--- src/rtl/uart_frame_loader.sv ---
// Purpose: parses UART bytes (sync, W, H, W*H pixels, XOR checksum) into frame-buffer writes and a ready/ack frame handoff.
// Latency: registered outputs; mem_we, frame_ready and frame_err appear one clock after the byte strobe that causes them.
// Backpressure: none toward the UART; bytes arriving while a frame is held are dropped and flagged in overrun.
module uart_frame_loader #(
   parameter logic [7:0] SYNC_BYTE   = 8'hAA,
   parameter int         MAX_W       = 320,
   parameter int         MAX_H       = 240,
   parameter int         ADDR_W      = 17,
   parameter int         TIMEOUT_CYC = 25000
) (
   input  logic              clk,
   input  logic              reset_n,
   input  logic [7:0]        rx_data,
   input  logic              rx_valid,
   output logic              mem_we,
   output logic [ADDR_W-1:0] mem_addr,
   output logic [7:0]        mem_wdata,
   output logic [15:0]       frame_w,
   output logic [15:0]       frame_h,
   output logic              frame_ready,
   input  logic              frame_ack,
   output logic              frame_err,
   output logic [1:0]        err_code,
   output logic              overrun,
   output logic              busy
);
   localparam int CNT_W = (TIMEOUT_CYC > 2) ? $clog2(TIMEOUT_CYC) : 1;
   localparam int TOT_W = ADDR_W + 1;
   localparam logic [CNT_W-1:0] TO_LAST = CNT_W'(TIMEOUT_CYC - 1);
   localparam logic [TOT_W-1:0] PIX_ONE = {{ADDR_W{1'b0}}, 1'b1};
   localparam logic [1:0] ERR_NONE    = 2'd0;
   localparam logic [1:0] ERR_DIMS    = 2'd1;
   localparam logic [1:0] ERR_TIMEOUT = 2'd2;
   localparam logic [1:0] ERR_CSUM    = 2'd3;

   typedef enum logic [2:0] {
      S_IDLE, S_W_LO, S_W_HI, S_H_LO, S_H_HI, S_PIXELS, S_CSUM, S_READY
   } state_t;

   state_t           state, nxt_state;
   logic [15:0]      width_q;
   logic [7:0]       h_lo_q;
   logic [7:0]       csum;
   logic [TOT_W-1:0] pix_cnt;
   logic [TOT_W-1:0] total;
   logic [CNT_W-1:0] idle_cnt;

   logic [15:0]      height_in;
   logic [TOT_W-1:0] dim_prod;
   logic             in_frame;
   logic             dims_bad;
   logic             last_pix;
   logic             csum_ok;
   logic             timeout_hit;
   logic             pix_wr;
   logic             sync_acc;
   logic             err_now;
   logic [1:0]       err_val;

   // Height is only complete on the H_HI byte itself, so it is assembled from the live rx_data.
   assign height_in   = {rx_data, h_lo_q};
   assign dim_prod    = TOT_W'({16'd0, width_q} * {16'd0, height_in});
   assign dims_bad    = (width_q == 16'd0) || (height_in == 16'd0) ||
                        (width_q > 16'(MAX_W)) || (height_in > 16'(MAX_H));
   assign last_pix    = (pix_cnt + PIX_ONE) == total;
   assign csum_ok     = (rx_data == csum);
   assign in_frame    = (state != S_IDLE) && (state != S_READY);
   // A byte on the terminal idle cycle wins over the timeout.
   assign timeout_hit = in_frame && !rx_valid && (idle_cnt == TO_LAST);

   // State register.
   always_ff @(posedge clk or negedge reset_n) begin
      if (!reset_n) state <= S_IDLE;
      else          state <= nxt_state;
   end

   // Next-state decode: byte-driven advance, plus timeout and ack exits.
   always_comb begin
      nxt_state = state;
      case (state)
         S_IDLE:   if (rx_valid && (rx_data == SYNC_BYTE)) nxt_state = S_W_LO;
         S_W_LO:   if (rx_valid) nxt_state = S_W_HI;
         S_W_HI:   if (rx_valid) nxt_state = S_H_LO;
         S_H_LO:   if (rx_valid) nxt_state = S_H_HI;
         S_H_HI:   if (rx_valid) nxt_state = dims_bad ? S_IDLE : S_PIXELS;
         S_PIXELS: if (rx_valid && last_pix) nxt_state = S_CSUM;
         S_CSUM:   if (rx_valid) nxt_state = csum_ok ? S_READY : S_IDLE;
         S_READY:  if (frame_ack) nxt_state = S_IDLE;
         default:  nxt_state = S_IDLE;
      endcase
      if (timeout_hit) nxt_state = S_IDLE;
   end

   // Output decode: pixel write strobe, sync acceptance and error classification for this cycle.
   always_comb begin
      pix_wr   = 1'b0;
      sync_acc = 1'b0;
      err_now  = 1'b0;
      err_val  = ERR_NONE;
      case (state)
         S_IDLE:   sync_acc = rx_valid && (rx_data == SYNC_BYTE);
         S_H_HI:   if (rx_valid && dims_bad) begin
                      err_now = 1'b1;
                      err_val = ERR_DIMS;
                   end
         S_PIXELS: pix_wr = rx_valid;
         S_CSUM:   if (rx_valid && !csum_ok) begin
                      err_now = 1'b1;
                      err_val = ERR_CSUM;
                   end
         default:  ;
      endcase
      if (timeout_hit) begin
         err_now = 1'b1;
         err_val = ERR_TIMEOUT;
      end
   end

   // Frame parsing datapath: header capture, checksum, pixel counter, idle timer.
   always_ff @(posedge clk or negedge reset_n) begin
      if (!reset_n) begin
         width_q  <= '0;
         h_lo_q   <= '0;
         csum     <= '0;
         pix_cnt  <= '0;
         total    <= '0;
         idle_cnt <= '0;
      end else begin
         if (sync_acc)
            csum <= '0;
         else if (rx_valid && in_frame && (state != S_CSUM))
            csum <= csum ^ rx_data;
         if (sync_acc)    pix_cnt <= '0;
         else if (pix_wr) pix_cnt <= pix_cnt + PIX_ONE;
         if (rx_valid && (state == S_W_LO)) width_q[7:0]  <= rx_data;
         if (rx_valid && (state == S_W_HI)) width_q[15:8] <= rx_data;
         if (rx_valid && (state == S_H_LO)) h_lo_q        <= rx_data;
         if (rx_valid && (state == S_H_HI) && !dims_bad) total <= dim_prod;
         if (rx_valid || !in_frame || timeout_hit) idle_cnt <= '0;
         else                                      idle_cnt <= idle_cnt + 1'b1;
      end
   end

   // Registered outputs: memory write port, frame status and error reporting.
   always_ff @(posedge clk or negedge reset_n) begin
      if (!reset_n) begin
         mem_we      <= 1'b0;
         mem_addr    <= '0;
         mem_wdata   <= '0;
         frame_w     <= '0;
         frame_h     <= '0;
         frame_ready <= 1'b0;
         frame_err   <= 1'b0;
         err_code    <= ERR_NONE;
         overrun     <= 1'b0;
         busy        <= 1'b0;
      end else begin
         mem_we <= pix_wr;
         if (pix_wr) begin
            mem_addr  <= pix_cnt[ADDR_W-1:0];
            mem_wdata <= rx_data;
         end
         if (rx_valid && (state == S_H_HI) && !dims_bad) begin
            frame_w <= width_q;
            frame_h <= height_in;
         end
         frame_ready <= (nxt_state == S_READY);
         busy        <= (nxt_state != S_IDLE) && (nxt_state != S_READY);
         frame_err   <= err_now;
         if (sync_acc)     err_code <= ERR_NONE;
         else if (err_now) err_code <= err_val;
         // Ack releases the frame and clears the overrun flag even if a byte lands in the same cycle.
         if (state == S_READY) begin
            if (frame_ack)     overrun <= 1'b0;
            else if (rx_valid) overrun <= 1'b1;
         end
      end
   end
endmodule

--- config.mk ---
export PLATFORM = sky130hd
export DESIGN_NAME = uart_frame_loader
export DESIGN_NICKNAME = d
export VERILOG_FILES = /design/src/rtl/uart_frame_loader.sv
export SDC_FILE = /design/constraint.sdc
export NUM_CORES = 1
export LEC_CHECK = 0
export ABC_AREA = 1
export CAP_MARGIN = 20
export CORE_ASPECT_RATIO = 1.5
export CORE_MARGIN = 1.5
export CORE_UTILIZATION = 45
export CTS_CLUSTER_SIZE = 16
export DETAILED_ROUTE_END_ITERATION = 7
export GPL_ROUTABILITY_DRIVEN = 1
export PLACE_DENSITY = 0.72
export SLEW_MARGIN = 20
export SYNTH_ARGS = -nofsm -noshare
export SYNTH_HDL_FRONTEND = slang
export SYNTH_SLANG_ARGS = --single-unit
--- constraint.sdc ---
create_clock -name clk -period 15.58 [get_ports clk]
set_input_delay 4.674 -clock clk [delete_from_list [all_inputs] [get_ports clk]]
set_output_delay 4.674 -clock clk [all_outputs]
set_load 0.01 [all_outputs]
==> flow_metrics.env <==
export IMPL_diodes=0
export IMPL_yosys_area_top_type="dfrtp_1"
export IMPL_place_area_um2=12900
export IMPL_dp_slack_ns=5.25
export IMPL_finalMaxSlewViolations=0
export IMPL_dominantRegCellSynth="dfrtp_1"
export IMPL_ys_types=43
export IMPL_viasPerCell=5.18
export IMPL_clk_pin_slew_ns=0.08
export IMPL_die_area_um2=27500
export IMPL_grt_ovfl_total=0
export IMPL_vias=9820
export IMPL_drt_iter0_drc=703
export IMPL_hold_viol=0
export IMPL_critical_path_most_common_cell="fa_1"
export IMPL_clock_latency_ns=0.43
export IMPL_syn_nets=1691
export IMPL_status="complete, no violations"
export IMPL_die_w_um=136
export IMPL_cp_required_ns=15.91
export IMPL_ir_drop_mv=0.214
export IMPL_clock_sink_count=150
export IMPL_cts_resized=0
export IMPL_final_nets=1724
export IMPL_die_h_um=202
export IMPL_maxCapViolCount=0
export IMPL_rows=72
export IMPL_antenna_found_initial=0
export IMPL_dr_pass1_iters=8
export IMPL_gp_congestion=0.931
export IMPL_slew_headroom=0.336
export IMPL_cp_slowest_stage_delay_ns=0.97
export IMPL_worst_pin_slew_ns=0.993
export IMPL_drtAntennaViolNets=0
export IMPL_drc=0
export IMPL_numCtsBuffers=17
export IMPL_postSynthCellCount=1518
export IMPL_synth_area_um2=11900
export IMPL_worst_slack_ns=5.67
export IMPL_synth_sequential_area_ratio=0.315
export IMPL_cts_root_buf="clkbuf_16"
export IMPL_p_leak_uw=0.00716
export IMPL_stdcell_area_um2=13500
export IMPL_wl_per_cell_um=15.9
export IMPL_htree_levels=4
export IMPL_rsz0062_at_grt="false"
export IMPL_syn2layout_area_growth_pct=13.0
export IMPL_grt_max_degree=81
export IMPL_avgSynthCellArea_um2=7.86
export IMPL_ys_warn_count=0
export IMPL_synthArstFlopShare=1.00
export IMPL_coreArea_um2=25900
export IMPL_portBuffers=75
export IMPL_arrival_ns=10.24
export IMPL_synth_area_top_cells="dfrtp_1 (31%), fa_1 (18%), nand2_1 (13%)"
export IMPL_path_max_fanout=15
export IMPL_place_hpwl_um=22600
export IMPL_fin_crit_ns=9.91
export IMPL_wl_um=30100
export IMPL_grt_usage=0.229
export IMPL_synth_edf_count=0
export IMPL_first_global_vias=9979
export IMPL_hold_path_class="reg -> reg"
export IMPL_io_pins=76
export IMPL_synth_seq_cells=150
export IMPL_worst_setup_path_type="in -> reg"
export IMPL_max_freq_ghz=0.101
export IMPL_post_cts_buffers=0
export IMPL_cts_path_max_buffers=2
export IMPL_grt_pass1_wl_um=49500
export IMPL_layout_worst_path_cycle_share=0.636
export IMPL_slowest_stage="clkdlybuf4s50_1"
export IMPL_cts_hold_fix_buffers=0
export IMPL_layout_drive_gt1_share=0.0396
export IMPL_synth_top_area_share=0.315
export IMPL_powerDensity_nw_per_um2=217
export IMPL_initial_core_util=0.460
export IMPL_start_kind="primary input"
export IMPL_finalPower_uw=2930
export IMPL_critical_path_cell_chain="clkdlybuf4s50_1 > nand2_1 > fa_1 > inv_1 > fa_1 > fa_1 > fa_1 > fa_1 > inv_1 > fa_1 > inv_1 > ha_1 > nand2_1 > nor2_1 > inv_1 > nor4_1 > a21oi_1 > a21o_1 > nand3_1 > nand2_1"
export IMPL_fin_skew_ns=0.0174
export IMPL_setup_viol=0
export IMPL_end_kind="flop"
export IMPL_cts_tree="yes"
export IMPL_setup_tns_final_ns=0
==> worst paths after layout <==
| kind | slack, ns | depth (start not counted) | end | from |
|---|---|---|---|---|
| min reg2reg | 0.47 | 2 | frame_h[9] | frame_h[9] |
| min | 0.47 | 2 | frame_h[9] | frame_h[9] |
| min in group asynchronous | 4.24 | 1 | frame_w[13] | reset_n |
| max in group asynchronous | 10.08 | 3 | total[3] | reset_n |
| max | 5.67 | 20 | total[17] | rx_data[1] |
| max reg2reg | 9.86 | 21 | total[15] | width_q[2] |
==> power breakdown <==
group	leakage, µW	total [µW]	switching [µW]	internal (µW)
clock network	0.000291	416	199	217
logic	0.00496	1970	1180	797
registers	0.00192	537	106	431
==> critical path: cells and delay by family <==
family / cells / cell delay (ns)
adders and majority gates: 7 / 3.47
and+or+nand+nor: 6 / 0.63
AOI/OAI and AO/OA: 2 / 0.29
buffers and inverters: 5 / 1.17
==> layout by cell type (no fill, tap or decap), drive strengths merged, types with 2 or more instances in the layout <==
cell           Yosys  routed
nand2            427     427
inv              333     338
dfrtp            150     150
fa               107     107
o21ai             90      90
clkdlybuf4s50      0      74
nor2              71      71
ha                54      54
nand3             42      42
xor2              31      31
a21oi             28      28
nor3              22      22
nand4             19      19
o22ai             17      17
clkbuf            49      17
xnor2             16      16
nor4              12      12
clkinv             0       9
or2                6       6
nand3b             5       5
nor3b              5       5
buf               16       5
o21a               3       3
a211oi             3       3
o211ai             2       2
o2111ai            2       2
==> flip-flops by register name, summed over array words and instances (netlist names) <==
name and flops:
frame_ready 1, err_code 2, width_q 16, mem_wdata 8
busy 1, state 3, mem_addr 17, idle_cnt 15
pix_cnt 18, h_lo_q 8, frame_h 16, overrun 1
mem_we 1, frame_err 1, csum 8, total 18
frame_w 16
==> cells in the mapped netlist, drive strengths merged (2+ instances only) <==
library cell and count:
nand2 427, inv 333, dfrtp 150, fa 107, o21ai 90, nor2 71, ha 54, clkbuf 49
nand3 42, xor2 31, a21oi 28, nor3 22, nand4 19, o22ai 17, buf 16, xnor2 16
nor4 12, or2 6, nand3b 5, nor3b 5, a211oi 3, o21a 3, o2111ai 2, o211ai 2
==> cells by family after synthesis <==
kind of cell | Yosys count | synth area share
compound gates | 151 | 0.0692
xor+xnor | 48 | 0.0370
fa+ha+maj | 161 | 0.236
buf+inv | 398 | 0.127
flops | 150 | 0.315
simple gates | 610 | 0.216
==> cell type report <==
| class | instances | area (µm²) |
|---|---|---|
| repair buffers | 79 | 795 |
| flip-flops and latches | 150 | 3750 |
| clock buffers | 17 | 425 |
| multi-input cells | 970 | 6660 |
| inverters | 333 | 1250 |
| well taps | 333 | 417 |
| fillers | 2424 | 12500 |
| clock inverters | 15 | 180 |
==> per-layer routing <==
metal,up-vias,wire length (µm),track usage
li1,4663,-,-
met3,97,1490,0.0309
met5,-,0,0
met2,322,15900,0.411
met4,0,1060,0.0916
met1,4738,11600,0.275
==> per-stage QoR <==
stage,hold WS (ns),utilization,cells
2_1_floorplan,0.433,-,1518
3_3_place_gp,0.446,0.495,1864
3_5_place_dp,0.451,0.495,1864
5_1_grt,0.492,0.520,1897
6_report,0.469,0.520,1897
4_1_cts,0.470,0.519,1896
Note: power is estimated with default switching activity, not from simulation.
